===== src/rtl/wallace_mac_acc.sv =====
// Frame accumulator behind the 4x4 multiplier stage.
// Sums unsigned products with saturation and presents each completed frame.
module wallace_mac_acc #(
  parameter int ACC_W     = 16,
  parameter int MAX_TERMS = 16
) (
  input  logic             clk,
  input  logic             rst_n,
  input  logic             clr,
  input  logic [7:0]       prod,
  input  logic             in_valid,
  input  logic             in_last,
  output logic             in_ready,
  output logic [ACC_W-1:0] acc_out,
  output logic [7:0]       term_cnt,
  output logic             ovf,
  output logic             out_valid,
  input  logic             out_ready
);

  typedef enum logic {ACC, HOLD} state_t;

  localparam logic [7:0] MAX_CNT = 8'(MAX_TERMS);

  state_t           state;
  logic [ACC_W:0]   sum;
  logic [7:0]       cnt_next;
  logic             in_hs;
  logic             out_hs;

  // One spare bit on the sum exposes any overflow past the accumulator width.
  assign sum      = {1'b0, acc_out} + {{(ACC_W - 7){1'b0}}, prod};
  assign cnt_next = term_cnt + 8'd1;
  assign in_hs    = in_valid && (state == ACC);
  assign out_hs   = out_ready && (state == HOLD);

  assign in_ready  = (state == ACC);
  assign out_valid = (state == HOLD);

  always_ff @(posedge clk or negedge rst_n) begin
    if (!rst_n) begin
      state    <= ACC;
      acc_out  <= '0;
      term_cnt <= '0;
      ovf      <= 1'b0;
    end else if (clr || out_hs) begin
      state    <= ACC;
      acc_out  <= '0;
      term_cnt <= '0;
      ovf      <= 1'b0;
    end else if (in_hs) begin
      term_cnt <= cnt_next;
      if (sum[ACC_W]) begin
        acc_out <= '1;
        ovf     <= 1'b1;
      end else begin
        acc_out <= sum[ACC_W-1:0];
      end
      if (in_last || (cnt_next == MAX_CNT)) begin
        state <= HOLD;
      end
    end
  end

endmodule


===== config.mk =====
export PLATFORM = sky130hd
export DESIGN_NAME = wallace_mac_acc
export DESIGN_NICKNAME = d
export VERILOG_FILES = /design/src/rtl/wallace_mac_acc.sv
export SDC_FILE = /design/constraint.sdc
export NUM_CORES = 1
export LEC_CHECK = 0
export CORE_UTILIZATION = 45
export CTS_CLUSTER_SIZE = 12
export DETAILED_ROUTE_END_ITERATION = 8
export PLACE_DENSITY = 0.76
export SLEW_MARGIN = 20
export SYNTH_ARGS = -nofsm -noshare
export SYNTH_HDL_FRONTEND = slang
export SYNTH_SLANG_ARGS = --single-unit

===== constraint.sdc =====
create_clock -name clk -period 2.8 [get_ports clk]
set_clock_uncertainty 0.15 [all_clocks]
set_input_delay 0.28 -clock clk [delete_from_list [all_inputs] [get_ports clk]]
set_output_delay 0.28 -clock clk [all_outputs]
set_load 0.02 [all_outputs]

==> out/qor.csv <==
stage;metric;value;unit
logic_synthesis;synth_cell_types;53;
timing;max_clock_freq;0.408;GHz
grt;antenna_found_initial;0;
logic_synthesis;synth_area;1730;µm²
clocking;cts_buffers;3;
routing;drcViolationCount;0;
logic_synthesis;synth_edf_count;0;
timing;post-route-min-period;2.45;ns
placement;place_inst;279;
routing;drt_iter0_markers;68;
clocking;postCtsSetupBuffers;0;
floorplanning;core;3660;µm²
timing;holdWs;0.221;ns
clocking;cts_sinks;26;
critical_path;crit_path_start_kind;input pin;
floorplanning;io-pin-count;41;
final_layout;final_cells;283;
placement;place_hpwl;2.76;mm
timing;rsz0062_at_grt;no;
final_layout;antennaDiodeCount;0;
final_layout;final_util;62.1;%
clocking;hold_buffers;0;
critical_path;worstPathRequired;2.82;ns
floorplanning;start_util;47.2;%
grt;grt_pass1_vias;1415;
logic_synthesis;synth_seq_area_share;37.6;%
final_layout;layout.nets;260;
clocking;cts.path.max_buffers;2;
clocking;cts_resized;0;
grt;grt_use_total;20.2;%
timing;hold_viol;0;
timing;worst_pin_slew;0.426;ns
flow_run;maxCapViolations;0;
routing;routed_wl;3.81;mm
logic_synthesis;synthFlopType;dfrtp_1;
pwr;ir_drop;0.213;mV
critical_path;rr_worst_depth;7;
logic_synthesis;yosys-top-cells-area;dfrtp_1 (38%), ha_1 (6.5%), nand2_1 (5.6%), o21ai_0 (4.1%), o21ai_1 (3.2%);
critical_path;path_max_fanout;5;
clocking;htree_levels;1;
floorplanning;die_w;64.0;µm
critical_path;arrival;2.48;ns
outcome;status;completed;
routing;wl_per_cell;13.4;µm
routing;first_pass_iters;6;
routing;vias;1572;
clocking;path_clk_slew;0.09;ns
clocking;cts_tree;done;
clocking;clkLatencyLatePin;0.27;ns
logic_synthesis;synth-async-reset-ratio;100;%
logic_synthesis;yosys.area.top_type_share;37.6;%
logic_synthesis;yosys_warnings;0;
final_layout;syn2layout_area_growth;31.5;%
placement;gp_congestion;0.793;
timing;finalSetupViolations;0;
floorplanning;fp.dieH;64.0;µm
grt;overflow;0;
grt;grt_pass1_wl;6.60;mm
logic_synthesis;ys_seq_elements;26;
critical_path;reg2reg_slack;0.36;ns
timing;period_share;87.6;%
critical_path;regToRegStartpoint;acc_out[0];
logic_synthesis;synth_cells;192;
routing;antenna_left;0;
clocking;root_buffer;clkbuf_8;
floorplanning;rows;22;
critical_path;path_class;input pin to flip-flop;
timing;slew_violations;0;
routing;vias_per_cell;5.55;
logic_synthesis;syn_area_per_cell;9.01;µm²
critical_path;cp-end-kind;flip-flop;
floorplanning;die-area;4090;µm²
final_layout;drive_above_1_share;8.94;%
timing;fin_tns_setup;0;ns
timing;relSlewSlack;71.5;%
worst_hold_path;min_path_type;input pin to async pin;
logic_synthesis;synth_top_area_cell;dfrtp_1;
pwr;cellPowerDensity;450;nW/µm²
critical_path;r2r_end;acc_out[14];
placement;port-buffer-count;40;
pwr;p_leak;1.02;nW
logic_synthesis;syn_nets;216;
grt;grt_max_degree;27;
==> metal layers <==
metal | global-route usage [%] | vias to the layer above | share of wire [%] | wire length [µm]
met5 | 0 | - | 0 | 0
met2 | 31.3 | 31 | 47 | 1780
met3 | 1.79 | 4 | 3.8 | 145
li1 | - | 798 | - | -
met4 | 5.97 | 0 | 1.0 | 39
met1 | 29.8 | 739 | 48 | 1850
==> through the flow <==
stage	power, W	area [µm²]	setup WS (ns)
6_report	0.00102	2270	0.346
5_1_grt	0.00109	2270	0.245
4_1_cts	0.00103	2270	0.334
3_5_place_dp	0.000717	2200	0.0416
3_3_place_gp	0.000715	2200	0.107
2_1_floorplan	0.000612	1730	0.396
==> sequential cells by signal, summed over array words and instances, names as in the netlist <==
| signal | flops |
|---|---|
| term_cnt | 8 |
| out_valid | 1 |
| acc_out | 16 |
| ovf | 1 |
==> cell usage in the layout, fill, tap and decap left out, drive strengths merged, types with 5 or more instances in the layout <==
master	netlist	routed
clkdlybuf4s50	0	40
a21o	5	5
a21oi	11	11
nand3	7	7
o21ai	25	25
dfrtp	26	26
nand2	27	27
nor2	14	14
buf	3	5
ha	9	9
nand4	5	5
==> logic make-up after synthesis <==
logic type | count (synthesis) | synth area share, %
xor+xnor | 6 | 3.04
simple gates | 73 | 21.2
buf+inv | 10 | 2.53
compound gates | 64 | 26.2
fa+ha+maj | 10 | 7.67
flops | 26 | 37.6
mux | 3 | 1.74
==> worst max-delay path by stage <==
stage                           from           to  slack, ns  cells after the start
after CTS                    prod[0]  acc_out[14]       0.33                      8
after global placement       prod[0]  acc_out[14]       0.11                      8
after global routing      acc_out[0]  acc_out[14]       0.25                      7
final                        prod[0]  acc_out[14]       0.35                      8
after detailed placement     prod[0]  acc_out[14]       0.04                      8
after floorplan           acc_out[0]  acc_out[14]       0.40                      7
==> layout make-up <==
| type | instances | area [µm²] |
|---|---|---|
| Timing Repair Buffer | 45 | 438 |
| Multi-Input combinational cell | 156 | 1040 |
| Tap cell | 48 | 60.1 |
| Clock buffer | 3 | 41.3 |
| Inverter | 4 | 15.0 |
| Fill cell | 325 | 1390 |
| Sequential cell | 26 | 651 |
| Clock inverter | 1 | 30.0 |
==> critical path, cell delays in order <==
cell	delay, ns
clkdlybuf4s50_1	0.40
ha_1	0.25
fa_1	0.41
a21o_1	0.25
a221oi_4	0.39
a21oi_2	0.15
a41o_1	0.26
o21a_1	0.09
==> power by group <==
part | internal [W] | switching, W | leakage [nW] | total, W
logic | 0.000135 | 0.000163 | 0.627 | 0.000298
clock network | 0.000191 | 0.000122 | 0.0357 | 0.000313
registers | 0.000394 | 0.0000193 | 0.357 | 0.000413
==> Yosys cell counts (all sizes together), types with 2 or more instances <==
cell	instances
nand2	27
dfrtp	26
o21ai	25
nor2	14
a21oi	11
ha	9
nand3	7
a21o	5
nand4	5
and3	4
inv	4
o211ai	4
a211oi	3
and2	3
buf	3
clkbuf	3
mux2i	3
nand2b	3
nor3	3
xnor2	3
xor2	3
a31oi	2
nor2b	2
No activity file was read; power rests on OpenSTA's default activity.
